### src/rtl/output_sched_pkg.sv
// Shared constants, FSM encoding and address helper for the output write scheduler.
package output_sched_pkg;

    localparam logic [7:0] AXI_LEN        = 8'd7;
    localparam logic [2:0] AXI_SIZE       = 3'd3;
    localparam logic [1:0] AXI_BURST_INCR = 2'b01;
    localparam logic [3:0] AXI_CACHE      = 4'b0011;

    localparam int ROW_SHIFT   = 6;
    localparam int LAYER_SHIFT = 12;

    typedef enum logic [1:0] {
        IDLE = 2'd0,
        AW   = 2'd1,
        W    = 2'd2,
        B    = 2'd3
    } state_t;

    // One layer occupies a 4 KB page; one row is a 64-byte burst inside it.
    function automatic logic [31:0] row_addr(input logic [31:0] base,
                                             input logic [10:0] layer,
                                             input logic [9:0]  row);
        row_addr = base + ({21'd0, layer} << LAYER_SHIFT) + ({22'd0, row} << ROW_SHIFT);
    endfunction

endpackage

### src/rtl/rr_arbiter.sv
// Combinational round-robin arbiter: picks the first request after the last grant.
module rr_arbiter
    import output_sched_pkg::*;
#(
    parameter int NUM_REQ = 3,
    parameter int PW      = (NUM_REQ > 1) ? $clog2(NUM_REQ) : 1
) (
    input  logic [NUM_REQ-1:0] req,
    input  logic [PW-1:0]      last_grant,
    output logic [NUM_REQ-1:0] grant,
    output logic               valid
);

    logic [PW-1:0] idx_s;

    // Scan requesters starting one past the last grant, wrapping around.
    always_comb begin
        grant = '0;
        valid = 1'b0;
        idx_s = '0;
        for (int k = 1; k <= NUM_REQ; k++) begin
            idx_s = PW'((int'(last_grant) + k) % NUM_REQ);
            if (!valid && req[idx_s]) begin
                grant[idx_s] = 1'b1;
                valid        = 1'b1;
            end
        end
    end

endmodule

### src/rtl/output_write_scheduler.sv
// Drains per-channel output FIFOs into DDR3 via one AXI4 write master,
// one 8-beat burst per row, round-robin among FIFOs holding a full row.
module output_write_scheduler
    import output_sched_pkg::*;
#(
    parameter int C_S_AXI_ID_WIDTH   = 3,
    parameter int C_S_AXI_ADDR_WIDTH = 32,
    parameter int C_S_AXI_DATA_WIDTH = 64,
    parameter int C_S_AXI_BURST_LEN  = 8,
    parameter int NUM_REQ            = 3
) (
    input  logic                                  clk,
    input  logic                                  reset_n,
    input  logic                                  start,
    input  logic [C_S_AXI_ADDR_WIDTH-1:0]         axi_address,
    input  logic [9:0]                            no_of_output_layers,
    input  logic [9:0]                            output_row_size,
    output logic                                  busy,
    output logic                                  done,
    output logic                                  bresp_err,
    input  logic [NUM_REQ*C_S_AXI_DATA_WIDTH-1:0] fifo_data,
    input  logic [NUM_REQ*10-1:0]                 fifo_dcount,
    output logic [NUM_REQ-1:0]                    fifo_rd_en,
    output logic [C_S_AXI_ID_WIDTH-1:0]           M_axi_awid,
    output logic [C_S_AXI_ADDR_WIDTH-1:0]         M_axi_awaddr,
    output logic [7:0]                            M_axi_awlen,
    output logic [2:0]                            M_axi_awsize,
    output logic [1:0]                            M_axi_awburst,
    output logic                                  M_axi_awlock,
    output logic [3:0]                            M_axi_awcache,
    output logic [2:0]                            M_axi_awprot,
    output logic [3:0]                            M_axi_awqos,
    output logic                                  M_axi_awvalid,
    input  logic                                  M_axi_awready,
    output logic [C_S_AXI_DATA_WIDTH-1:0]         M_axi_wdata,
    output logic [C_S_AXI_DATA_WIDTH/8-1:0]       M_axi_wstrb,
    output logic                                  M_axi_wlast,
    output logic                                  M_axi_wvalid,
    input  logic                                  M_axi_wready,
    input  logic [1:0]                            M_axi_bresp,
    input  logic                                  M_axi_bvalid,
    output logic                                  M_axi_bready
);

    localparam int         PW        = (NUM_REQ > 1) ? $clog2(NUM_REQ) : 1;
    localparam logic [2:0] LAST_BEAT = 3'(C_S_AXI_BURST_LEN - 1);

    state_t                        state_q, state_d;
    logic [PW-1:0]                 grant_q, grant_d;
    logic [PW-1:0]                 last_q, last_d;
    logic [2:0]                    beat_q, beat_d;
    logic                          busy_q, busy_d;
    logic                          done_q, done_d;
    logic                          err_q, err_d;
    logic [31:0]                   base_q, base_d;
    logic [9:0]                    layers_q, layers_d;
    logic [9:0]                    rows_q, rows_d;
    logic [C_S_AXI_ADDR_WIDTH-1:0] awaddr_q, awaddr_d;
    logic [10:0]                   layer_id_q [NUM_REQ];
    logic [10:0]                   layer_id_d [NUM_REQ];
    logic [9:0]                    row_id_q   [NUM_REQ];
    logic [9:0]                    row_id_d   [NUM_REQ];

    logic [NUM_REQ-1:0] active_s;
    logic [NUM_REQ-1:0] eligible_s;
    logic [NUM_REQ-1:0] arb_grant_s;
    logic               arb_valid_s;
    logic [PW-1:0]      arb_idx_s;

    // Per-requester activity and eligibility; layer_id is one bit wider so +NUM_REQ never wraps.
    always_comb begin
        active_s   = '0;
        eligible_s = '0;
        for (int i = 0; i < NUM_REQ; i++) begin
            active_s[i]   = (layer_id_q[i] < {1'b0, layers_q}) && (rows_q != 10'd0);
            eligible_s[i] = busy_q && active_s[i] && (fifo_dcount[10*i +: 10] >= 10'd8);
        end
    end

    rr_arbiter #(
        .NUM_REQ (NUM_REQ),
        .PW      (PW)
    ) u_arb (
        .req        (eligible_s),
        .last_grant (last_q),
        .grant      (arb_grant_s),
        .valid      (arb_valid_s)
    );

    // One-hot grant to index.
    always_comb begin
        arb_idx_s = '0;
        for (int i = 0; i < NUM_REQ; i++) begin
            if (arb_grant_s[i]) begin
                arb_idx_s = PW'(i);
            end else begin
                arb_idx_s = arb_idx_s;
            end
        end
    end

    // Next-state and counter logic for the burst FSM.
    always_comb begin
        state_d  = state_q;
        grant_d  = grant_q;
        last_d   = last_q;
        beat_d   = beat_q;
        busy_d   = busy_q;
        done_d   = done_q;
        err_d    = err_q;
        base_d   = base_q;
        layers_d = layers_q;
        rows_d   = rows_q;
        awaddr_d = awaddr_q;
        for (int i = 0; i < NUM_REQ; i++) begin
            layer_id_d[i] = layer_id_q[i];
            row_id_d[i]   = row_id_q[i];
        end

        if (start && !busy_q) begin
            base_d   = axi_address;
            layers_d = no_of_output_layers;
            rows_d   = output_row_size;
            last_d   = PW'(NUM_REQ - 1);
            err_d    = 1'b0;
            for (int i = 0; i < NUM_REQ; i++) begin
                layer_id_d[i] = 11'(i);
                row_id_d[i]   = 10'd0;
            end
            // An empty job finishes immediately without ever raising busy.
            if ((no_of_output_layers == 10'd0) || (output_row_size == 10'd0)) begin
                done_d = 1'b1;
                busy_d = 1'b0;
            end else begin
                done_d = 1'b0;
                busy_d = 1'b1;
            end
        end else begin
            case (state_q)
                IDLE: begin
                    if (busy_q && (active_s == '0)) begin
                        busy_d = 1'b0;
                        done_d = 1'b1;
                    end else if (busy_q && arb_valid_s) begin
                        grant_d  = arb_idx_s;
                        last_d   = arb_idx_s;
                        awaddr_d = row_addr(base_q, layer_id_q[arb_idx_s], row_id_q[arb_idx_s]);
                        state_d  = AW;
                    end else begin
                        state_d = IDLE;
                    end
                end
                AW: begin
                    if (M_axi_awready) begin
                        state_d = W;
                        beat_d  = 3'd0;
                    end else begin
                        state_d = AW;
                    end
                end
                W: begin
                    if (M_axi_wready) begin
                        if (beat_q == LAST_BEAT) begin
                            state_d = B;
                        end else begin
                            beat_d = beat_q + 3'd1;
                        end
                    end else begin
                        beat_d = beat_q;
                    end
                end
                B: begin
                    if (M_axi_bvalid) begin
                        if (row_id_q[grant_q] == (rows_q - 10'd1)) begin
                            row_id_d[grant_q]   = 10'd0;
                            layer_id_d[grant_q] = layer_id_q[grant_q] + 11'(NUM_REQ);
                        end else begin
                            row_id_d[grant_q] = row_id_q[grant_q] + 10'd1;
                        end
                        if (M_axi_bresp != 2'b00) begin
                            err_d = 1'b1;
                        end else begin
                            err_d = err_q;
                        end
                        state_d = IDLE;
                    end else begin
                        state_d = B;
                    end
                end
                default: state_d = IDLE;
            endcase
        end
    end

    // State register with synchronous active-low reset.
    always_ff @(posedge clk) begin
        if (!reset_n) begin
            state_q  <= IDLE;
            grant_q  <= '0;
            last_q   <= PW'(NUM_REQ - 1);
            beat_q   <= 3'd0;
            busy_q   <= 1'b0;
            done_q   <= 1'b0;
            err_q    <= 1'b0;
            base_q   <= 32'd0;
            layers_q <= 10'd0;
            rows_q   <= 10'd0;
            awaddr_q <= '0;
            for (int i = 0; i < NUM_REQ; i++) begin
                layer_id_q[i] <= 11'd0;
                row_id_q[i]   <= 10'd0;
            end
        end else begin
            state_q  <= state_d;
            grant_q  <= grant_d;
            last_q   <= last_d;
            beat_q   <= beat_d;
            busy_q   <= busy_d;
            done_q   <= done_d;
            err_q    <= err_d;
            base_q   <= base_d;
            layers_q <= layers_d;
            rows_q   <= rows_d;
            awaddr_q <= awaddr_d;
            for (int i = 0; i < NUM_REQ; i++) begin
                layer_id_q[i] <= layer_id_d[i];
                row_id_q[i]   <= row_id_d[i];
            end
        end
    end

    // Write data is taken straight from the granted FIFO head; pops follow W handshakes.
    always_comb begin
        M_axi_wdata = '0;
        fifo_rd_en  = '0;
        for (int i = 0; i < NUM_REQ; i++) begin
            if (grant_q == PW'(i)) begin
                M_axi_wdata   = fifo_data[C_S_AXI_DATA_WIDTH*i +: C_S_AXI_DATA_WIDTH];
                fifo_rd_en[i] = (state_q == W) && M_axi_wready;
            end else begin
                fifo_rd_en[i] = 1'b0;
            end
        end
    end

    assign M_axi_awid    = '0;
    assign M_axi_awaddr  = awaddr_q;
    assign M_axi_awlen   = AXI_LEN;
    assign M_axi_awsize  = AXI_SIZE;
    assign M_axi_awburst = AXI_BURST_INCR;
    assign M_axi_awlock  = 1'b0;
    assign M_axi_awcache = AXI_CACHE;
    assign M_axi_awprot  = 3'd0;
    assign M_axi_awqos   = 4'd0;
    assign M_axi_awvalid = (state_q == AW);
    assign M_axi_wstrb   = {(C_S_AXI_DATA_WIDTH/8){1'b1}};
    assign M_axi_wvalid  = (state_q == W);
    assign M_axi_wlast   = (state_q == W) && (beat_q == LAST_BEAT);
    assign M_axi_bready  = (state_q == B);
    assign busy          = busy_q;
    assign done          = done_q;
    assign bresp_err     = err_q;

endmodule

### config.mk
export PLATFORM = sky130hd
export DESIGN_NAME = output_write_scheduler
export DESIGN_NICKNAME = d
export VERILOG_FILES = /design/src/rtl/output_sched_pkg.sv /design/src/rtl/rr_arbiter.sv /design/src/rtl/output_write_scheduler.sv
export SDC_FILE = /design/constraint.sdc
export NUM_CORES = 1
export LEC_CHECK = 0
export ABC_AREA = 1
export CORE_UTILIZATION = 41
export DETAILED_ROUTE_END_ITERATION = 6
export PLACE_DENSITY_LB_ADDON = 0.1
export RECOVER_POWER = 50
export SLEW_MARGIN = 40
export SYNTH_ARGS = -nofsm -noshare
export SYNTH_HDL_FRONTEND = slang
export SYNTH_SLANG_ARGS = --single-unit
### constraint.sdc
create_clock -name clk -period 3.9 [get_ports clk]
set_input_delay 0.585 -clock clk [delete_from_list [all_inputs] [get_ports clk]]
set_output_delay 0.585 -clock clk [all_outputs]
set_load 0.005 [all_outputs]
==> impl_metrics.ini, run 1 <==
[pwr]
leakagePower_nw = 7.88
p_per_area_nw_per_um2 = 452
p_total_mw = 8.11
vdd_drop_max_mv = 0.348

[worst_hold_path]
holdCritStartpoint = bresp_err$_SDFFE_PP0P_
hp-class = reg2reg

[final_layout]
layout-drive-gt1-share_pct = 18.2
ff_latch_area_sq_um = 3240
layout_commonest_cell = nand2_1
final_cell_mix = nand2_1, clkdlybuf4s50_1, nor2_1
final_cells = 2659
nets = 2630
postLayoutCoreUtil_pct = 66.1
fillers = 2506
multi_input_area_sq_um = 7940
finish.instance_area_sq_um = 18000
syn_to_final_growth_pct = 57.2

[sta]
finalSetupTns_ns = -7.45
period_share_pct = 113
worst_slew_pin_slew_ns = 1.48
skew_ns = 0.0131
fin_hold_ws_ns = 0.454
setup_slack_ns = -0.525
setup_viol = 19
hold_viol_final = 0
slew_headroom_pct = 0.965
fmax_ghz = 0.226
slew_violations = 0
rsz0062_at_grt = yes
finalCriticalPeriod_ns = 4.43

[synth]
synth_ff_type = dfxtp_1
async_flop_share_pct = 0
synth_edf_count = 0
avgSynthCellArea_sq_um = 6.42
synth.ff_latch_count = 161
netlist_area_sq_um = 11400
syn_inst = 1781
synth_cell_types = 53
seq_area_frac_synth_pct = 28.2
ys.warnings.count = 0

[setup_path]
crit_type = reg2reg
worst_path_most_repeated_cell = buf_4
cp_max_fo = 6
crit_path_end_kind = register
worst-r2r-cell-count = 29
r2r_setup_slack_ns = -0.53
slowest_delay_ns = 0.53
arrival_ns = 4.76
rr_endpoint = M_axi_awaddr[20]$_SDFFE_PN0P_
critPathLaunchType = register
startpoint = layers_q[2]$_SDFFE_PN0P_
crit_required_ns = 4.23
crit_path_end = M_axi_awaddr[20]$_SDFFE_PN0P_
r2r_start = layers_q[2]$_SDFFE_PN0P_
cpMaxStageDelayCell = fa_1

[global_routing]
grt_usage_pct = 31.5
grt_pass1_vias = 13000
grt_max_degree = 82
antenna_found_initial = 3
grt_pass1_wl_microns = 69500
grt_overflow = 0

[clock_network]
cts_tree = built
cts_buffers = 17
htreeDepth = 4
cts.clk_slew.worst_paths_ns = 0.07
clock_latency_ns = 0.44
cts-root-buf = clkbuf_16
clock_path_buffers = 2
clkSinkCount = 161

[routing]
ant_nets = 0
drt_pass1_iterations = 5
wl_per_cell_microns = 17.2
first_iter_violations = 928
wl_microns = 45800
route.detailed.drc = 0
num_vias = 13600
vias_per_cell = 5.12

[floorplanning]
die_y_microns = 169
fp.dieW_microns = 169
num_rows = 60
ioPinCount = 424
coreArea_sq_um = 27200
die_area_sq_um = 28500
initial_core_util_pct = 42.0

[placed_design]
dp_cells = 2599
placedInstanceArea_sq_um = 16400
gp_congestion = 0.892
hpwl_microns = 35500
place.port_buffers = 378
pre_cts_slack_ns = -0.817

[run_status]
outcome = complete, but fails checks
violations = capacitance limit, setup timing

[job]
maxCapViolations = 1
[sequential cells by signal (all words and copies together), names as in the netlist, named ones only]
signal,cells
layers_q,10
bresp_err,1
base_q,32
M_axi_awaddr,32
state_q,2
busy,1
layer_id_q,33
done,1
beat_q,3
row_id_q,30
rows_q,10
last_q,2
grant_q,2
[how the worst min path moves through the flow]
| stage | slack, ns | end | cells after the start |
|---|---|---|---|
| 2_1_floorplan | 0.43 | beat_q[0]$_SDFFE_PN0P_ | 1 |
| 3_3_place_gp | 0.44 | bresp_err$_SDFFE_PP0P_ | 2 |
| 4_1_cts | 0.46 | bresp_err$_SDFFE_PP0P_ | 2 |
| 3_5_place_dp | 0.45 | bresp_err$_SDFFE_PP0P_ | 2 |
| 6_report | 0.45 | bresp_err$_SDFFE_PP0P_ | 2 |
| 5_1_grt | 0.49 | layer_id_q[0][0]$_SDFFE_PP0P_ | 2 |
[synth_stat cells, types with 2 or more instances]
library cell,instances,area share (%)
o211ai_2,2,0.22
nor2_1,176,5.8
buf_2,13,0.57
ha_1,70,7.7
inv_2,10,0.33
nand4_2,2,0.22
nand4_1,17,0.93
a21oi_2,8,0.61
o21ai_2,2,0.15
conb_1,2,0.066
xor2_1,32,2.5
dfxtp_1,161,28
nand3_2,2,0.18
buf_1,9,0.30
nand3b_1,7,0.46
and2_1,3,0.16
o21a_1,2,0.13
fa_1,5,0.88
a31oi_1,3,0.16
nor3_1,8,0.35
nand3_1,127,5.6
o211ai_1,10,0.66
o21ai_1,9,0.39
a21o_1,2,0.13
or2_2,4,0.22
a21oi_1,143,6.3
buf_6,8,0.79
clkbuf_1,44,1.4
and3_1,2,0.11
buf_4,38,2.5
nor3_2,2,0.18
nor4_1,4,0.22
xnor2_1,19,1.5
nand2_1,534,18
inv_1,140,4.6
nor2_4,5,0.49
nand2_2,7,0.38
o21ai_0,134,5.9
[cell type report]
type                       count  share of cell area (%)
antenna                        1                  0.0139
clock buffer                  17                    2.37
clock inverter                15                    1.05
inverter                     152                    3.35
multi-input combinational   1391                    44.2
sequential                   161                    18.0
tap                          372                    2.59
timing repair buffer         548                    28.3
timing repair inverter         2                  0.0627
[report_power, final]
| part | leakage (nW) | switching [mW] | total, mW | internal, mW |
|---|---|---|---|---|
| Combinational | 6.26 | 2.31 | 4.42 | 2.10 |
| Sequential | 1.32 | 0.121 | 1.97 | 1.85 |
| Clock | 0.298 | 0.858 | 1.73 | 0.873 |
| Total | 7.88 | 3.29 | 8.11 | 4.82 |
[cells by family after synthesis]
kind of cell	synth area share, %
adder cells (fa/ha/maj)	8.54
buffers and inverters	10.6
AO/OA/AOI/OAI	15.1
AND/OR/NAND/NOR	33.4
flip-flops	28.2
XOR/XNOR	4.05
other	0.0657
[metal layers]
layer  up-vias  GRT usage [%]  routed length, microns
li1       6684              -                       -
met1      6308           38.6                   18900
met2       507           53.6                   21900
met3        97           7.62                    3520
met4         6           10.7                    1370
met5         -              0                      38
[worst max-delay path: cells and delay by family, from the launching register on]
kind	cells	cell delay [ns]
AOI/OAI and AO/OA	6	0.82
xor gates and xnor gates	1	0.14
adders and majority gates	3	0.98
buffers and inverters	7	0.92
and+or+nand+nor	12	1.11
DFF	1	0.33
[repair_timing]
action,4_1_cts,5_1_grt
gates resized for setup,135,51
endpoints found under the hold margin,0,0
endpoints found under the setup margin,20,22
buffers inserted,17,7
pin swaps,69,40
hold buffers,0,0
cloned,3,0
Note: power is estimated with default switching activity, not from simulation.
==> run 2, diff against run 1 <==
--- a/config.mk
+++ b/config.mk
@@ -6,11 +6,12 @@
 export NUM_CORES = 1
 export LEC_CHECK = 0
 export ABC_AREA = 1
+export CORE_MARGIN = 2
 export CORE_UTILIZATION = 41
 export DETAILED_ROUTE_END_ITERATION = 6
 export PLACE_DENSITY_LB_ADDON = 0.1
 export RECOVER_POWER = 50
-export SLEW_MARGIN = 40
+export SLEW_MARGIN = 20
 export SYNTH_ARGS = -nofsm -noshare
 export SYNTH_HDL_FRONTEND = slang
 export SYNTH_SLANG_ARGS = --single-unit
==> impl_metrics.ini, run 2 (same netlist as run 1, synthesis figures left out) <==
[final_layout]
ff_latch_area_sq_um = 3230
largest-register = layer_id_q
multi_input_area_sq_um = 8240
diodes = 0
largest_reg_flops = 33
fillers = 2466
syn_to_final_growth_pct = 60.5
layout-drive-gt1-share_pct = 19.5
final_cells = 2664
nets = 2630
layout_commonest_cell = nand2_1
postLayoutCoreUtil_pct = 66.4
final_cell_mix = nand2_1, clkdlybuf4s50_1, nor2_1

[global_routing]
antenna_found_initial = 3
grt_max_degree = 82
grt_pass1_vias = 13000
grt_pass1_wl_microns = 68000
grt_overflow = 0
grt_usage_pct = 30.0

[run_status]
violations = capacitance limit, slew limit, setup timing
outcome = complete, but fails checks

[pwr]
leakagePower_nw = 7.94
p_per_area_nw_per_um2 = 455
p_total_mw = 8.35
vdd_drop_max_mv = 0.378

[clock_network]
hold_buffers = 0
htreeDepth = 4
cts_buffers = 17
cts_tree = built
cts.clk_slew.worst_paths_ns = 0.08
cts-root-buf = clkbuf_16
clock_path_buffers = 2
clock_latency_ns = 0.45
clkSinkCount = 161

[setup_path]
crit_path_end_kind = register
cp_max_fo = 5
critPathLaunchType = register
slowest_delay_ns = 0.41
worst_path_most_repeated_cell = nand2_2
arrival_ns = 4.69
crit_type = reg2reg
crit_required_ns = 4.21
cpMaxStageDelayCell = fa_2

[floorplanning]
die_area_sq_um = 29200
fp.dieW_microns = 171
initial_core_util_pct = 41.4
coreArea_sq_um = 27600
num_rows = 61
ioPinCount = 424
die_y_microns = 171

[sta]
fmax_ghz = 0.229
setup_viol = 42
finalCriticalPeriod_ns = 4.37
setup_slack_ns = -0.473
hold_viol_final = 0
slew_violations = 81
worst_slew_pin_slew_ns = 2.32
skew_ns = 0.0208
period_share_pct = 112
finalSetupTns_ns = -9.53
fin_hold_ws_ns = 0.457
rsz0062_at_grt = yes
slew_headroom_pct = -54.8

[routing]
drt_pass1_iterations = 7
route.detailed.drc = 0
ant_nets = 0
first_iter_violations = 1120
num_vias = 13700
vias_per_cell = 5.13
wl_microns = 46100
wl_per_cell_microns = 17.3

[placed_design]
hpwl_microns = 34600
gp_congestion = 0.924
dp_cells = 2600
place.port_buffers = 378

[job]
maxCapViolations = 2

[worst_hold_path]
hp-class = reg2reg
## run 2: critical path: cells and delay by family (launching register included)
kind,cells,cell delay (ns)
buf+inv,6,0.64
xor+xnor,1,0.14
flops,1,0.35
simple gates,17,1.40
compound gates,6,0.74
fa+ha+maj,3,0.93
## run 2: path summary, 6_finish.rpt
check	from	end	slack, ns	depth (start not counted)
worst min-delay path	bresp_err$_SDFFE_PP0P_	bresp_err$_SDFFE_PP0P_	0.46	2
worst min register to register	bresp_err$_SDFFE_PP0P_	bresp_err$_SDFFE_PP0P_	0.46	2
worst max register to register	layers_q[5]$_SDFFE_PN0P_	M_axi_awaddr[31]$_SDFFE_PN0P_	-0.47	33
worst max-delay path	layers_q[5]$_SDFFE_PN0P_	M_axi_awaddr[31]$_SDFFE_PN0P_	-0.47	33
## run 2: stage by stage
stage | area, sq um | setup slack, ns
after floorplan | 11700 | -0.114
after global placement | 16400 | -0.846
after detailed placement | 16400 | -0.886
after CTS | 17700 | -0.347
after global routing | 18300 | -0.720
final | 18300 | -0.473
## run 2: power breakdown
part	leakage [nW]	internal [mW]	switching [mW]
Sequential	1.32	1.85	0.129
Combinational	6.33	2.24	2.39
Clock	0.298	0.876	0.868
Total	7.94	4.96	3.39
## run 2: cell type report
| class | count | share of cell area, % |
|---|---|---|
| Timing Repair Buffer | 549 | 28.2 |
| Clock buffer | 17 | 2.32 |
| Tap cell | 378 | 2.58 |
| Clock inverter | 15 | 1.00 |
| Multi-Input combinational cell | 1392 | 44.9 |
| Sequential cell | 161 | 17.6 |
| Inverter | 152 | 3.30 |
## run 2: what timing repair did
| action | in CTS | in global routing |
|---|---|---|
| setup buffers | 14 | 16 |
| pin swaps | 69 | 75 |
| gates cloned | 3 | 0 |
| setup endpoints to repair | 22 | 23 |
| gates resized for setup | 122 | 120 |
| endpoints found under the hold margin | 0 | 0 |
## run 2: metal layers
layer	routed length [microns]	track usage, %
met1	19400	39.0
met2	21800	50.0
met3	3290	5.55
met4	1480	10.2
met5	35	0
==> run 3, diff against run 2 <==
--- a/config.mk
+++ b/config.mk
@@ -11,6 +11,7 @@
 export DETAILED_ROUTE_END_ITERATION = 6
 export PLACE_DENSITY_LB_ADDON = 0.1
 export RECOVER_POWER = 50
+export SETUP_SLACK_MARGIN = 0.4
 export SLEW_MARGIN = 20
 export SYNTH_ARGS = -nofsm -noshare
 export SYNTH_HDL_FRONTEND = slang
==> impl_metrics.ini, run 3 (same netlist as run 1, synthesis figures left out) <==
[setup_path]
critical_path_depth = 34
startpoint = layers_q[6]$_SDFFE_PN0P_
cpMaxStageDelayCell = fa_1
cp_top_family = simple AND/OR/NAND/NOR gates
crit_path_end_kind = register
critPathLaunchType = register
r2r_start = layers_q[6]$_SDFFE_PN0P_
arrival_ns = 4.80
r2r_setup_slack_ns = -0.54
rr_endpoint = M_axi_awaddr[24]$_SDFFE_PN0P_
crit_type = reg2reg
worst_path_most_repeated_cell = nand2_2
slowest_delay_ns = 0.52
cp_num_buf_inv = 6
cp_max_fo = 7
crit_required_ns = 4.26
worst-r2r-cell-count = 34
crit_path_end = M_axi_awaddr[24]$_SDFFE_PN0P_

[final_layout]
layout-drive-gt1-share_pct = 19.0
final_cells = 2671
nets = 2637
multi_input_area_sq_um = 8020
largest-register = layer_id_q
layout_commonest_cell = nand2_1
syn_to_final_growth_pct = 58.9
final_cell_mix = nand2_1, clkdlybuf4s50_1, buf_4
ff_latch_area_sq_um = 3230
largest_reg_flops = 33
fillers = 2465
diodes = 0

[sta]
finalSetupTns_ns = -9.14
worst_slew_pin_slew_ns = 1.51
finalCriticalPeriod_ns = 4.44
slew_headroom_pct = -0.690
fmax_ghz = 0.225
setup_slack_ns = -0.536
period_share_pct = 114
setup_viol = 33
fin_hold_ws_ns = 0.453
skew_ns = 0.0135
hold_viol_final = 0
slew_violations = 49
rsz0062_at_grt = yes

[global_routing]
grt_max_degree = 82
grt_pass1_vias = 12900
antenna_found_initial = 0
grt_usage_pct = 29.2
grt_overflow = 0
grt_pass1_wl_microns = 66800

[floorplanning]
num_rows = 61
coreArea_sq_um = 27600
die_area_sq_um = 29200
initial_core_util_pct = 41.4
die_y_microns = 171
ioPinCount = 424
fp.dieW_microns = 171

[routing]
first_iter_violations = 958
drt_pass1_iterations = 5
num_vias = 13600
wl_microns = 44600
ant_nets = 0
route.detailed.drc = 0
vias_per_cell = 5.07
wl_per_cell_microns = 16.7

[pwr]
vdd_drop_max_mv = 0.366
p_total_mw = 8.30
p_per_area_nw_per_um2 = 457
leakagePower_nw = 7.96

[clock_network]
htreeDepth = 4
cts.clk_slew.worst_paths_ns = 0.07
cts_buffers = 17
cts-root-buf = clkbuf_16
hold_buffers = 0
clock_latency_ns = 0.44
clkSinkCount = 161
clock_path_buffers = 2
cts_tree = built

[worst_hold_path]
hp-class = reg2reg

[run_status]
outcome = complete, but fails checks
violations = capacitance limit, slew limit, setup timing

[job]
maxCapViolations = 1

[placed_design]
place.port_buffers = 378
gp_congestion = 0.895
hpwl_microns = 33700
dp_cells = 2607
[run 3: cell type report]
| class | count | share of cell area, % |
|---|---|---|
| clock buffers | 18 | 2.42 |
| clock inverters | 14 | 1.04 |
| inverters | 152 | 3.24 |
| multi-input cells | 1390 | 44.2 |
| flip-flops and latches | 161 | 17.8 |
| well taps | 378 | 2.61 |
| repair buffers | 558 | 28.7 |
[run 3: worst min path at each step]
stage                             startpoint                             to  cells after the start
4_1_cts               bresp_err$_SDFFE_PP0P_         bresp_err$_SDFFE_PP0P_                      2
2_1_floorplan         beat_q[0]$_SDFFE_PN0P_         beat_q[0]$_SDFFE_PN0P_                      1
3_5_place_dp          bresp_err$_SDFFE_PP0P_         bresp_err$_SDFFE_PP0P_                      2
6_report              bresp_err$_SDFFE_PP0P_         bresp_err$_SDFFE_PP0P_                      2
3_3_place_gp          bresp_err$_SDFFE_PP0P_         bresp_err$_SDFFE_PP0P_                      2
5_1_grt        layer_id_q[0][0]$_SDFFE_PP0P_  layer_id_q[0][0]$_SDFFE_PP0P_                      2
[run 3: worst reg2reg max path: cells and delay by family, from the launching register on]
kind                     cells  cell delay [ns]
AND/OR/NAND/NOR             20             1.69
flip-flops                   1             0.35
XOR/XNOR                     1             0.14
adder cells (fa/ha/maj)      3             1.10
AO/OA/AOI/OAI                4             0.52
buffers and inverters        6             0.58
[run 3: through the flow]
step	area, sq um	util [%]	worst slack, ns
after floorplan	11700	-	-0.114
after global routing	18200	65.7	-0.793
after global placement	16500	59.7	-0.716
after CTS	17900	64.7	-0.375
after detailed placement	16500	59.7	-0.838
final	18200	65.7	-0.536
[run 3: layer usage]
| metal | track usage [%] | wire length (microns) | up-vias |
|---|---|---|---|
| met2 | 50.9 | 22000 | 486 |
| met1 | 36.5 | 18900 | 6281 |
| met3 | 3.96 | 2230 | 92 |
| li1 | - | - | 6693 |
| met5 | 0 | 0 | - |
| met4 | 10.9 | 1470 | 0 |
[run 3: report_power, final]
| group | total [mW] | internal [mW] | switching, mW | leakage, nW |
|---|---|---|---|---|
| logic | 4.49 | 2.17 | 2.33 | 6.33 |
| registers | 1.97 | 1.85 | 0.122 | 1.32 |
| clock network | 1.84 | 1.05 | 0.789 | 0.309 |
| total | 8.30 | 5.06 | 3.24 | 7.96 |
[run 3: what timing repair did]
item                                    in CTS  in global routing
hold endpoints to repair                     0                  0
pin swaps                                   82                 57
gates cloned                                 1                  0
endpoints found under the setup margin      24                 24
resized for setup                          122                 62
buffers inserted                            18                 13
